<file path="config.mk">
export PLATFORM = sky130hd
export DESIGN_NAME = read_ram_unload
export DESIGN_NICKNAME = d
export VERILOG_FILES = /design/src/rtl/read_ram_unload.sv
export SDC_FILE = /design/constraint.sdc
export NUM_CORES = 1
export LEC_CHECK = 0
export ABC_AREA = 1
export CORE_MARGIN = 4
export CORE_UTILIZATION = 60
export DETAILED_ROUTE_END_ITERATION = 16
export GPL_TIMING_DRIVEN = 0
export PLACE_DENSITY_LB_ADDON = 0.12
export RECOVER_POWER = 100
export SLEW_MARGIN = 0
export SYNTH_ARGS = -nofsm -noshare
export SYNTH_HDL_FRONTEND = slang
export SYNTH_SLANG_ARGS = --single-unit
</file>
<file path="constraint.sdc">
create_clock -name clk -period 4 [get_ports clk]
set_clock_uncertainty 0.05 [all_clocks]
set_input_delay 0.6 -clock clk [delete_from_list [all_inputs] [get_ports clk]]
set_output_delay 0.6 -clock clk [all_outputs]
set_load 0.02 [all_outputs]
</file>
<file path="src/rtl/read_ram_unload.sv">
// read_ram_unload: streams a page out of the page RAM once a page read has landed in it.
// The two validity-flag bytes come first (FLAG_ADDR, FLAG_ADDR+1), then data bytes 0..PAGE_BYTES-1.
// A flag byte equal to INVALID_MARK marks its half of the page as uncorrectable. With mask_en
// (sampled at start), data bytes in that half are replaced by 8'h00.
// Ports:
//   clk, rst         clock, asynchronous active-high reset
//   start            one-cycle pulse that begins an unload (ignored while busy)
//   mask_en          zero out data bytes of invalid halves
//   ram_en/ram_addr  registered RAM read request; ram_dataout returns one cycle later
//   out_data/out_valid/out_ready   byte stream, a beat is out_valid & out_ready
//   busy, done       unload in progress / one-cycle completion pulse
//   half_bad         bit0 = lower-half flag invalid, bit1 = upper-half flag invalid
module read_ram_unload #(
    parameter int unsigned PAGE_BYTES   = 8192,
    parameter int unsigned FLAG_ADDR    = 8192,
    parameter logic [7:0]  INVALID_MARK = 8'h55
) (
    input  logic        clk,
    input  logic        rst,
    input  logic        start,
    input  logic        mask_en,
    output logic        ram_en,
    output logic [14:0] ram_addr,
    input  logic [7:0]  ram_dataout,
    output logic [7:0]  out_data,
    output logic        out_valid,
    input  logic        out_ready,
    output logic        busy,
    output logic        done,
    output logic [1:0]  half_bad
);
    localparam int unsigned AW    = (PAGE_BYTES > 1) ? $clog2(PAGE_BYTES) : 1;
    localparam int unsigned DEPTH = 4;
    localparam int unsigned CW    = 3;

    typedef enum logic [1:0] {IDLE, FETCH, DRAIN, FIN} state_t;
    // What a read in flight will return: lower/upper-half data or one of the flag bytes.
    typedef enum logic [1:0] {TAG_LO, TAG_HI, TAG_F0, TAG_F1} tag_t;

    state_t          state_q, state_d;
    logic            ram_en_q, ram_en_d;
    logic [14:0]     ram_addr_q, ram_addr_d;
    tag_t            tag_q, tag_d;
    logic            rvalid_q, rvalid_d;
    tag_t            rtag_q, rtag_d;
    logic            flag1_q, flag1_d;
    logic [AW-1:0]   addr_cnt_q, addr_cnt_d;
    logic            mask_q, mask_d;
    logic [1:0]      half_bad_q, half_bad_d;
    logic [7:0]      fifo_q [DEPTH];
    logic [7:0]      fifo_d [DEPTH];
    logic [CW-1:0]   cnt_q, cnt_d;
    logic            out_valid_q, out_valid_d;
    logic            busy_q, busy_d;
    logic            done_q, done_d;

    logic [CW-1:0]   occ;
    logic [CW-1:0]   wr_idx;
    logic            can_issue;
    logic            pop;
    logic            push;
    logic [7:0]      push_data;

    // Next-state, read issue, return handling and output buffer.
    // fifo_q[0] is the output register; the buffer shifts down on every accepted beat.
    always_comb begin
        state_d     = state_q;
        ram_en_d    = 1'b0;
        ram_addr_d  = ram_addr_q;
        tag_d       = tag_q;
        flag1_d     = flag1_q;
        addr_cnt_d  = addr_cnt_q;
        mask_d      = mask_q;
        half_bad_d  = half_bad_q;
        done_d      = 1'b0;
        rvalid_d    = ram_en_q;
        rtag_d      = tag_q;
        fifo_d      = fifo_q;

        // Credits: buffered bytes plus reads still travelling through the RAM pipeline.
        occ       = cnt_q + CW'(ram_en_q) + CW'(rvalid_q);
        can_issue = (occ < CW'(DEPTH));

        // Return path; flags always return before any data, so masking sees settled flags.
        push      = rvalid_q;
        push_data = ram_dataout;
        if (rvalid_q && (rtag_q == TAG_F0) && (ram_dataout == INVALID_MARK)) begin
            half_bad_d[0] = 1'b1;
        end
        if (rvalid_q && (rtag_q == TAG_F1) && (ram_dataout == INVALID_MARK)) begin
            half_bad_d[1] = 1'b1;
        end
        if ((rtag_q == TAG_LO) || (rtag_q == TAG_HI)) begin
            if (mask_q && half_bad_q[rtag_q == TAG_HI]) begin
                push_data = 8'h00;
            end
        end

        pop = out_valid_q && out_ready;
        if (pop) begin
            for (int i = 0; i < int'(DEPTH) - 1; i++) begin
                fifo_d[i] = fifo_q[i+1];
            end
        end
        wr_idx = cnt_q - CW'(pop);
        if (push) begin
            fifo_d[wr_idx[1:0]] = push_data;
        end
        cnt_d       = cnt_q - CW'(pop) + CW'(push);
        out_valid_d = (cnt_d != '0);

        case (state_q)
            IDLE: begin
                if (start) begin
                    state_d    = FETCH;
                    ram_en_d   = 1'b1;
                    ram_addr_d = 15'(FLAG_ADDR);
                    tag_d      = TAG_F0;
                    flag1_d    = 1'b1;
                    addr_cnt_d = '0;
                    mask_d     = mask_en;
                    half_bad_d = 2'b00;
                end
            end
            FETCH: begin
                if (can_issue) begin
                    ram_en_d = 1'b1;
                    if (flag1_q) begin
                        ram_addr_d = 15'(FLAG_ADDR + 1);
                        tag_d      = TAG_F1;
                        flag1_d    = 1'b0;
                    end else begin
                        ram_addr_d = 15'(addr_cnt_q);
                        tag_d      = (32'(addr_cnt_q) >= PAGE_BYTES / 2) ? TAG_HI : TAG_LO;
                        if (addr_cnt_q == AW'(PAGE_BYTES - 1)) begin
                            state_d = DRAIN;
                        end else begin
                            addr_cnt_d = addr_cnt_q + AW'(1);
                        end
                    end
                end
            end
            DRAIN: begin
                if ((cnt_d == '0) && !ram_en_q && !rvalid_q) begin
                    state_d = FIN;
                    done_d  = 1'b1;
                end
            end
            FIN: begin
                state_d = IDLE;
            end
            default: begin
                state_d = IDLE;
            end
        endcase

        busy_d = (state_d != IDLE);
    end

    // State and output registers.
    always_ff @(posedge clk or posedge rst) begin
        if (rst) begin
            state_q     <= IDLE;
            ram_en_q    <= 1'b0;
            ram_addr_q  <= '0;
            tag_q       <= TAG_LO;
            rvalid_q    <= 1'b0;
            rtag_q      <= TAG_LO;
            flag1_q     <= 1'b0;
            addr_cnt_q  <= '0;
            mask_q      <= 1'b0;
            half_bad_q  <= 2'b00;
            for (int i = 0; i < int'(DEPTH); i++) begin
                fifo_q[i] <= 8'h00;
            end
            cnt_q       <= '0;
            out_valid_q <= 1'b0;
            busy_q      <= 1'b0;
            done_q      <= 1'b0;
        end else begin
            state_q     <= state_d;
            ram_en_q    <= ram_en_d;
            ram_addr_q  <= ram_addr_d;
            tag_q       <= tag_d;
            rvalid_q    <= rvalid_d;
            rtag_q      <= rtag_d;
            flag1_q     <= flag1_d;
            addr_cnt_q  <= addr_cnt_d;
            mask_q      <= mask_d;
            half_bad_q  <= half_bad_d;
            fifo_q      <= fifo_d;
            cnt_q       <= cnt_d;
            out_valid_q <= out_valid_d;
            busy_q      <= busy_d;
            done_q      <= done_d;
        end
    end

    assign ram_en    = ram_en_q;
    assign ram_addr  = ram_addr_q;
    assign out_data  = fifo_q[0];
    assign out_valid = out_valid_q;
    assign busy      = busy_q;
    assign done      = done_q;
    assign half_bad  = half_bad_q;

endmodule

</file>
==> metrics.md <==
| Metric | Value |
|---|---|
| Reg2Reg Depth | `7` |
| Share of cells above drive strength 1 | `0.116` |
| Design Area, Final | `around 4400 um^2` |
| Crit path time final | `3.21 ns` |
| Root buf cell | `clkbuf_8` |
| Critical path class | `in2reg` |
| Status | `finished, violations left` |
| Detailed placer's ending HPWL | `5630 um` |
| Area Growth Syn to Fin | `17.0%` |
| Post-route antenna net violation count | `0` |
| CTS Hold Bufs | `0` |
| Starting Density | `0.627` |
| Storage cell area | `1900 um^2` |
| Syn Std Cell Area | `3780 um^2` |
| Post-synth top area share | `0.503` |
| Max Cap Viol | `1` |
| CTS tree | `built` |
| Fin util | `0.734` |
| Pleak | `2.29 nW` |
| Biggest area consumer among synthesized cells | `dfrtp_1` |
| Vias in the first global route | `just over 3,000` |
| Crit path max fanout | `10` |
| Height of the chip | `87.4 um` |
| P per Cell Area | `between 600 and 700 nW/um^2` |
| Area post-placement | `4300 um^2` |
| Post-CTS sizing | `0` |
| GRT Residual Overflow | `0` |
| Yosys warns | `0` |
| Routed len/inst | `around 14 um` |
| Post-route setup slack | `0.792 ns` |
| Sink Count | `between 70 and 80` |
| Initial antenna violation count | `0` |
| Io pins | `42` |
| Failing checks | `max-capacitance violations, max-slew violations` |
| Drc violations | `0` |
| RSZ-0062 raised after global routing | `false` |
| Die X-Extent | `87.4 um` |
| H-tree Lvls | `3` |
| Most frequent cells in the layout | `nand2_1, dfrtp_1, inv_1` |
| Seq/Total Area, Yosys | `0.503` |
| WP depth | `8` |
| Nets | `just over 500` |
| # setup viols final | `0` |
| Slew headroom | `-0.0314` |
| Register bit count reported by yosys | `76` |
| Worst path bufs/invs | `3` |
| Worst Hold Depth | `0` |
| Clk Latency, worst-skew pair | `approximately 0.35 ns` |
| Post-Route WL | `roughly 8000 um` |
| Initial DRT Pass Iterations | `4` |
| FP Rows | `28` |
| Hold WC Path Type | `reg2reg` |
| # fillers | `467` |
| Worst-path clk slew | `0.08 ns` |
| TNS Setup | `0 ns` |
| Most common cell after layout, fill and taps aside | `nand2_1` |
| CTS max path bufs | `2` |
| Vias/cell | `5.28` |
| Antenna fix cells | `0` |
| I/O Buffers | `40` |
| Fmax | `a little over 300 MHz` |
| Worst slew pin tran | `1.54 ns` |
| CP dominant cell by count | `clkbuf_1` |
| Post-CTS setup buffer count | `0` |
| Routability Congestion | `0.866` |
| Largest net degree at the start of global routing | `42` |
| Pre-CTS setup slack | `0.789 ns` |
| Crit path required time | `4.16 ns` |
| Pins over their slew limit | `37` |
| Leading post-synthesis cells by cell area | `dfrtp_1, nand2_1, mux2_2` |
| Slowest stage cell, crit path | `dlygate4sd3_1` |
| Worst path max stage delay | `0.53 ns` |
| Syn nets | `~460` |
| Startpoint types | `input pin` |
| Critical-path cell list | `dlygate4sd3_1 > nand2_1 > clkbuf_1 > nor2_1 > ha_1 > nand3_1 > clkbuf_1 > o21ai_0` |
| Iteration-0 DRC Markers | `252` |
| Vias post-DR | `3,035` |
| Global-route wire length before repair | `14,000 um` |
| Core region area | `approximately 6000 um^2` |
| Synth cell types | `33` |
| CTS buffer count | `9` |
| Final Hold Fails | `0` |
| Cell family with the largest share of critical-path delay | `buffers and inverters` |
| Fin crit share | `0.802` |
| Peak VDD IR | `approximately 0.00042 V` |
| Critical path capture point type | `flip-flop` |
| Full die area | `approximately 7600 um^2` |
| Syn avg cell area | `8.54 um^2` |
| Area of the multi-input gates | `~1600 um^2` |
| Synth Instances | `443` |
| Hold Slack | `0.348 ns` |
| Critical path data arrival time | `between 3 and 4 ns` |
| Global Route Usage Sum | `0.237` |
==> where the power goes <==
part           internal, mW  switching, mW  total (mW)
clock network         0.284          0.281       0.565
logic                 0.495          0.785        1.28
registers              1.01          0.154        1.16
==> cells in the mapped netlist <==
cell type	count
a21oi_1	4
buf_1	1
buf_2	8
buf_4	10
buf_6	2
clkbuf_1	1
conb_1	1
dfrtp_1	76
ha_1	5
inv_1	37
inv_2	1
mux2_2	22
nand2_1	152
nand2_2	2
nand2_4	3
nand3_1	30
nand4_1	5
nor2_1	28
nor2_2	1
nor2_4	2
nor2_8	1
nor3_1	4
nor3b_1	1
nor4_1	1
nor4b_1	1
o211ai_1	3
o21ai_0	32
o21ai_1	4
o21bai_1	1
o21bai_4	1
xnor2_1	1
xor2_1	1
xor2_2	1
==> worst register-to-register path: cells and delay by family (launching register included) <==
kind                     cells  cell delay, ns
buffers and inverters        2            0.97
AND/OR/NAND/NOR              3            0.75
flip-flops                   1            0.38
adder cells (fa/ha/maj)      1            0.34
AO/OA/AOI/OAI                1            0.18
==> routing by layer <==
layer,up-vias,part of all wire,GRT usage
met5,-,0,0
met4,0,0.013,0.103
met3,12,0.047,0.0416
met2,73,0.47,0.362
li1,1523,-,-
met1,1427,0.47,0.333
==> final timing paths <==
path | startpoint | endpoint | slack (ns)
min | rtag_d[0] | rtag_q[0] | 0.35
max in group asynchronous | rst | asynchronous set/reset pin | 1.30
min reg2reg | rtag_d[0] | rtag_q[0] | 0.35
max | out_ready | out_data[6] | 0.79
max reg2reg | out_valid | out_data[6] | 1.20
min in group asynchronous | rst | addr_cnt_q[7] | 1.01
==> layout make-up <==
type	count	share of cell area
plain buffers	22	0.0291
inverters	38	0.0325
flip-flops and latches	76	0.430
multi-input cells	307	0.352
clock buffers	9	0.0280
clock inverters	7	0.0153
repair buffers	41	0.0916
well taps	75	0.0212
==> cell families after synthesis <==
| logic type | synth area share |
|---|---|
| AND/OR/NAND/NOR | 0.263 |
| flip-flops | 0.503 |
| buffers and inverters | 0.0761 |
| AO/OA/AOI/OAI | 0.0659 |
| multiplexers | 0.0655 |
| adder cells (fa/ha/maj) | 0.0165 |
| XOR/XNOR | 0.00894 |
| other | 0.000992 |
==> metrics by stage <==
step | std cells | total power, mW
2_1_floorplan | 443 | 2.11
3_3_place_gp | 558 | 2.47
3_5_place_dp | 559 | 2.53
4_1_cts | 575 | 3.12
5_1_grt | 575 | 3.25
6_report | 575 | 3.01
(Power assumes the default switching activity.)
